[config.mk]
export PLATFORM = sky130hd
export DESIGN_NAME = rmii_rx_deframer_flat
export DESIGN_NICKNAME = d
export VERILOG_FILES = /design/src/rtl/rmii_rx_deframer_if.sv /design/src/rtl/rmii_rx_deframer.sv /design/src/flat_wrapper.sv
export SDC_FILE = /design/constraint.sdc
export NUM_CORES = 1
export LEC_CHECK = 0
export ABC_AREA = 0
export CELL_PAD_IN_SITES_DETAIL_PLACEMENT = 1
export CELL_PAD_IN_SITES_GLOBAL_PLACEMENT = 2
export CORE_MARGIN = 3
export CORE_UTILIZATION = 40
export CTS_BUF_LIST = sky130_fd_sc_hd__clkbuf_8 sky130_fd_sc_hd__clkbuf_16
export DETAILED_ROUTE_END_ITERATION = 10
export GPL_TIMING_DRIVEN = 0
export PLACE_DENSITY = 0.83
export SLEW_MARGIN = 20
export SYNTH_ARGS = -nofsm -noshare
export SYNTH_HDL_FRONTEND = slang
export SYNTH_SLANG_ARGS = --single-unit
[constraint.sdc]
create_clock -name i_clk_50m -period 3.2 [get_ports i_clk_50m]
set_input_delay 0.32 -clock i_clk_50m [delete_from_list [all_inputs] [get_ports i_clk_50m]]
set_output_delay 0.32 -clock i_clk_50m [all_outputs]
set_load 0.02 [all_outputs]
[src/rtl/rmii_rx_deframer_if.sv]
// RMII receive dibit bus plus the deframer outputs consumed by the MAC receive parser.
`timescale 1ns/1ps
interface rmii_rx_deframer_if;
    logic       i_rxdv;
    logic [1:0] im_rxdata;
    logic       o_mac_start;
    logic       o_d_flag;
    logic       o_d_sync;
    logic [7:0] om_data;
    logic       o_frame_end;
    logic       o_crc_err;

    modport master (
        input  i_rxdv, im_rxdata,
        output o_mac_start, o_d_flag, o_d_sync, om_data, o_frame_end, o_crc_err
    );

    modport slave (
        output i_rxdv, im_rxdata,
        input  o_mac_start, o_d_flag, o_d_sync, om_data, o_frame_end, o_crc_err
    );
endinterface

[src/rtl/rmii_rx_deframer.sv]
// RMII receive deframer: preamble/SFD detection and LSB-first dibit-to-byte assembly.
// Optional FCS check enabled by defining RMII_RX_CRC_CHK_EN.
`timescale 1ns/1ps
module rmii_rx_deframer #(
    parameter int PREAMBLE_MIN = 8,
    parameter int MAX_BYTES    = 1522
) (
    input logic                i_clk_50m,
    input logic                i_rstn,
    rmii_rx_deframer_if.master bus
);
    localparam logic [4:0]  PRE_MIN = 5'(PREAMBLE_MIN);
    localparam logic [4:0]  RUN_SAT = 5'd31;
    localparam logic [10:0] MAX_B   = 11'(MAX_BYTES);

    typedef enum logic [1:0] {IDLE, PREAMBLE, DATA, DROP} state_t;

    state_t      state, state_nxt;
    logic [4:0]  run, run_nxt;
    logic        mac_start_nxt, d_flag_nxt, frame_end_nxt, sfd_hit, shift_en;
    logic        mac_start, d_flag, d_sync, frame_end;
    logic [1:0]  dcnt;
    logic [10:0] bcnt;
    logic [7:0]  shreg, data;
    logic [7:0]  byte_nxt;
    logic        byte_done, deliver;

    assign byte_nxt  = {bus.im_rxdata, shreg[7:2]};
    assign byte_done = shift_en && (dcnt == 2'd3);
    assign deliver   = byte_done && (bcnt < MAX_B);

    always_ff @(posedge i_clk_50m or negedge i_rstn) begin
        if (!i_rstn) begin
            state <= IDLE;
            run   <= 5'd0;
        end else begin
            state <= state_nxt;
            run   <= run_nxt;
        end
    end

    always_comb begin
        state_nxt     = state;
        run_nxt       = run;
        mac_start_nxt = 1'b0;
        d_flag_nxt    = 1'b0;
        frame_end_nxt = 1'b0;
        sfd_hit       = 1'b0;
        shift_en      = 1'b0;
        case (state)
            IDLE: begin
                if (bus.i_rxdv) begin
                    if (bus.im_rxdata == 2'b01) begin
                        state_nxt = PREAMBLE;
                        run_nxt   = 5'd1;
                    end else begin
                        state_nxt = DROP;
                    end
                end
            end
            PREAMBLE: begin
                if (!bus.i_rxdv) begin
                    state_nxt = IDLE;
                end else if (bus.im_rxdata == 2'b01) begin
                    if (run != RUN_SAT) run_nxt = run + 5'd1;
                end else if (bus.im_rxdata == 2'b11 && run >= PRE_MIN) begin
                    state_nxt     = DATA;
                    mac_start_nxt = 1'b1;
                    sfd_hit       = 1'b1;
                end else begin
                    state_nxt = DROP;
                end
            end
            DATA: begin
                // Past MAX_BYTES the frame stays open (flag high) but strobes are gated off.
                if (bus.i_rxdv) begin
                    shift_en   = 1'b1;
                    d_flag_nxt = 1'b1;
                end else begin
                    state_nxt     = IDLE;
                    frame_end_nxt = 1'b1;
                end
            end
            DROP: begin
                if (!bus.i_rxdv) state_nxt = IDLE;
            end
            default: state_nxt = IDLE;
        endcase
    end

    always_ff @(posedge i_clk_50m or negedge i_rstn) begin
        if (!i_rstn) begin
            mac_start <= 1'b0;
            d_flag    <= 1'b0;
            d_sync    <= 1'b0;
            frame_end <= 1'b0;
        end else begin
            mac_start <= mac_start_nxt;
            d_flag    <= d_flag_nxt;
            d_sync    <= deliver;
            frame_end <= frame_end_nxt;
        end
    end

    always_ff @(posedge i_clk_50m or negedge i_rstn) begin
        if (!i_rstn) begin
            dcnt  <= 2'd0;
            bcnt  <= 11'd0;
            shreg <= 8'd0;
            data  <= 8'd0;
        end else if (sfd_hit) begin
            dcnt  <= 2'd0;
            bcnt  <= 11'd0;
            shreg <= 8'd0;
        end else if (shift_en) begin
            shreg <= byte_nxt;
            dcnt  <= dcnt + 2'd1;
            if (deliver) begin
                data <= byte_nxt;
                bcnt <= bcnt + 11'd1;
            end
        end
    end

    assign bus.o_mac_start = mac_start;
    assign bus.o_d_flag    = d_flag;
    assign bus.o_d_sync    = d_sync;
    assign bus.om_data     = data;
    assign bus.o_frame_end = frame_end;

`ifdef RMII_RX_CRC_CHK_EN
    localparam logic [31:0] CRC_INIT    = 32'hFFFF_FFFF;
    localparam logic [31:0] CRC_POLY_R  = 32'hEDB8_8320;
    // Register value left after running a good frame's own FCS through the CRC.
    localparam logic [31:0] CRC_RESIDUE = 32'hDEBB_20E3;

    logic [31:0] crc;
    logic        ovf, crc_err;

    function automatic logic [31:0] crc32_byte(input logic [31:0] c, input logic [7:0] b);
        logic [31:0] r;
        r = c ^ {24'd0, b};
        for (int i = 0; i < 8; i++) begin
            r = r[0] ? ((r >> 1) ^ CRC_POLY_R) : (r >> 1);
        end
        return r;
    endfunction

    always_ff @(posedge i_clk_50m or negedge i_rstn) begin
        if (!i_rstn) begin
            crc     <= CRC_INIT;
            ovf     <= 1'b0;
            crc_err <= 1'b0;
        end else begin
            crc_err <= frame_end_nxt && ((crc != CRC_RESIDUE) || (dcnt != 2'd0) || ovf);
            if (sfd_hit) begin
                crc <= CRC_INIT;
                ovf <= 1'b0;
            end else if (deliver) begin
                crc <= crc32_byte(crc, byte_nxt);
            end else if (byte_done) begin
                ovf <= 1'b1;
            end
        end
    end

    assign bus.o_crc_err = crc_err;
`else
    assign bus.o_crc_err = 1'b0;
`endif

endmodule
[src/flat_wrapper.sv]
// flat-port wrapper written by rule: the top's interface ports become plain ports
module rmii_rx_deframer_flat 
#(
    parameter int PREAMBLE_MIN = 8,
    parameter int MAX_BYTES    = 1522
)
  (i_clk_50m, i_rstn, bus_i_rxdv, bus_im_rxdata, bus_o_mac_start, bus_o_d_flag, bus_o_d_sync, bus_om_data, bus_o_frame_end, bus_o_crc_err);
  rmii_rx_deframer_if bus_i ();
  input logic i_clk_50m;
  input logic i_rstn;
  input wire logic [$bits(bus_i.i_rxdv)-1:0] bus_i_rxdv;
  input wire logic [$bits(bus_i.im_rxdata)-1:0] bus_im_rxdata;
  output wire logic [$bits(bus_i.o_mac_start)-1:0] bus_o_mac_start;
  output wire logic [$bits(bus_i.o_d_flag)-1:0] bus_o_d_flag;
  output wire logic [$bits(bus_i.o_d_sync)-1:0] bus_o_d_sync;
  output wire logic [$bits(bus_i.om_data)-1:0] bus_om_data;
  output wire logic [$bits(bus_i.o_frame_end)-1:0] bus_o_frame_end;
  output wire logic [$bits(bus_i.o_crc_err)-1:0] bus_o_crc_err;
  assign bus_i.i_rxdv = bus_i_rxdv;
  assign bus_i.im_rxdata = bus_im_rxdata;
  assign bus_o_mac_start = bus_i.o_mac_start;
  assign bus_o_d_flag = bus_i.o_d_flag;
  assign bus_o_d_sync = bus_i.o_d_sync;
  assign bus_om_data = bus_i.om_data;
  assign bus_o_frame_end = bus_i.o_frame_end;
  assign bus_o_crc_err = bus_i.o_crc_err;
  rmii_rx_deframer #(.PREAMBLE_MIN(PREAMBLE_MIN), .MAX_BYTES(MAX_BYTES)) u_core (.i_clk_50m(i_clk_50m), .i_rstn(i_rstn), .bus(bus_i));
endmodule
==> run summary <==
Synth Instances -> 165
Yosys cell types -> 44
Tot Pwr -> 1.38 mW
RSZ-0062 raised after global routing -> no
CTS sink cnt -> 38
Max-slew violation count -> 0
Complex-gate fraction of the synthesized area -> 11.3%
Number of global-route vias before repair -> 1,495
Largest net degree at the start of global routing -> 23
Worst-case clock skew -> 0.0121 ns
Endpoints failing hold -> 0
Grt ovf -> 0
H-tree Lvls -> 2
Met2 Routed Length -> 1960 µm
IO buf count -> 16
Status -> finished, final reports clean
Clk buf depth -> 2
DR top layer -> met4
Final period utilization -> 59.6%
Clk slew on worst S/H paths -> 0.07 ns
Routed wire length -> 3930 µm
Clock Latency Late Sink -> 0.28 ns
Wl on met1 -> 1750 µm
Synth Area in Adders -> 3.46%
HPWL after detailed placement -> 2830 µm
P per Cell Area -> 634 nW/µm²
Peak VDD IR -> 0.000467 V
Pleak -> 0.989 nW
Post-synthesis simple-gate area fraction -> 21.1%
Largest family of logic cells by synthesized area -> simple AND/OR/NAND/NOR gates
Most frequent cells in the layout -> 38 x dfrtp_1, 25 x nand2_1, 15 x clkdlybuf4s50_1
GRT Overall Usage -> 17.2%
Fin util -> 52.1%
Post-CTS setup buffers -> 0
Async SR Flop Fraction -> 100%
XOR/XNOR Fraction of Synth Area -> 0.484%
Max-cap viol count -> 0
Synth top area share -> 52.6%
Drt initial violations -> 57
FMAX -> 0.524 GHz
Vias after detailed routing -> 1,312
Filler cell count -> 450
Setup_tns -> 0 ns
Commonest register cell after synthesis -> dfrtp_1
CP arrival -> 2.05 ns
Ys Warns -> 0
Final #Nets -> 200
Die extent in x -> 73.2 µm
Worst EP required -> 3.34 ns
Syn Nets -> 175
Root Buffer -> clkbuf_8
DRT antenna net count -> 0
Hold/Removal Path Class -> reg -> reg
Avg Inst Size Synth -> 11.0 µm²
Multi-input logic area -> 792 µm²
Dominant cells by area after synthesis -> dfrtp_1 53%, nand2_1 5.2%, mux2_1 3.7%
Ports -> 18
Hold_buf cts -> 1
Core Area -> 4170 µm²
Cts repair resizes -> 0
Pre-antenna DRT Iters -> 4
Seq/Total Area, Yosys -> 52.6%
Critical path class -> in -> reg
Antenna cells -> 0
Routed length on met3 -> 180 µm
GPL Wtd Cong -> 0.785
Initial antenna violation count -> 0
Period minus WS final -> 1.91 ns
Most common cell after layout, fill and taps aside -> dfrtp_1
First-pass GRT wire length -> 7050 µm
CP max FO -> 10
Final setup viols -> 0
DR DRC count -> 0
Crit start category -> input port
Share of layout cells above drive strength 1 -> 12.6%
DR vias/cell -> 5.47
EDFF count, synth -> 0
Wirelength per Cell -> 16.4 µm
CTS tree -> built
FF+latch count, synth -> 38
Die area -> 5360 µm²
Worst slew pin tran -> 0.529 ns
Die height -> 73.2 µm
Mux cell area share after synthesis -> 7.27%
Synth area leader -> dfrtp_1
Total CTS buffers -> 5
Post-Syn Area -> 1810 µm²
Row count -> 23
Sequential cell area -> 951 µm²
Slew HR -> 64.3%
Area growth from synthesis to layout -> 20.3%
Kind of end point of the critical path -> flop
Initial Utilization -> 43.3%
## worst paths after layout
check / from / slack, ns / end / cells past startpoint
min in group asynchronous: i_rstn / 0.51 / u_core.bcnt[4] / 2
min reg2reg: u_core.bus.om_data[2] / 0.49 / u_core.bus.om_data[2] / 1
max: bus_i_rxdv / 1.29 / u_core.bcnt[5] / 6
max reg2reg: u_core.state[0] / 1.39 / u_core.bcnt[4] / 6
min: u_core.bus.om_data[2] / 0.49 / u_core.bus.om_data[2] / 1
max in group asynchronous: i_rstn / 2.22 / u_core.run[0] / 3
## layout make-up
cell class | instances | share of cell area, %
buffer | 6 | 2.13
clock buffer | 6 | 3.80
clock inverter | 1 | 1.38
inverter | 5 | 0.863
multi-input combinational | 116 | 36.4
sequential | 38 | 43.7
tap | 50 | 2.88
timing repair buffer | 18 | 8.86
## sequential cells by signal, summed over array words and instances, names as in the netlist, 2 cells and up
| signal | flops |
|---|---|
| u_core.bcnt | 11 |
| u_core.bus.om_data | 8 |
| u_core.dcnt | 2 |
| u_core.run | 5 |
| u_core.shreg | 6 |
| u_core.state | 2 |
## synthesized netlist by cell type (2+ instances only)
| master | n |
|---|---|
| nand4b_1 | 2 |
| nand2_1 | 25 |
| ha_1 | 5 |
| a21oi_1 | 13 |
| and3_1 | 2 |
| a22o_1 | 2 |
| nor3_1 | 4 |
| nand2b_1 | 2 |
| o31ai_1 | 6 |
| mux2_1 | 6 |
| mux2_2 | 3 |
| buf_4 | 2 |
| buf_6 | 2 |
| and2_1 | 4 |
| mux2i_1 | 3 |
| nand3_1 | 5 |
| or4_1 | 3 |
| nor2_1 | 3 |
| inv_1 | 4 |
| or3_1 | 4 |
| dfrtp_1 | 38 |
| o21ai_0 | 5 |
## routing by layer
layer / up-vias / global-route usage [%]
met5: - / 0
met4: 0 / 5.94
met3: 4 / 4.82
met2: 30 / 27.6
met1: 644 / 22.1
li1: 634 / -
## power by group
group | internal [mW] | switching (mW)
sequential | 0.574 | 0.0653
combinational | 0.167 | 0.165
clock | 0.249 | 0.159
total | 0.990 | 0.389
## per-stage QoR
stage               hold WS, ns  cells  area (µm²)  worst slack (ns)
floorplan                0.0244    165        1810              1.58
global placement          0.469    231        2030             0.914
detailed placement        0.291    232        2050              1.03
CTS                       0.496    240        2180              1.30
global route              0.519    240        2180              1.16
finish                    0.491    240        2180              1.29
## logic make-up after synthesis
group	after synthesis
compound gates	32
xor+xnor	1
fa+ha+maj	5
buf+inv	11
flops	38
mux	12
other cells	1
simple gates	65
## worst max-delay path, cell delays in order
cell and delay [ns]:
clkdlybuf4s50_1 0.59, and2b_1 0.21, nand2_1 0.15, inv_1 0.25
buf_1 0.44, a21oi_1 0.10
No activity file was read; power rests on OpenSTA's default activity.
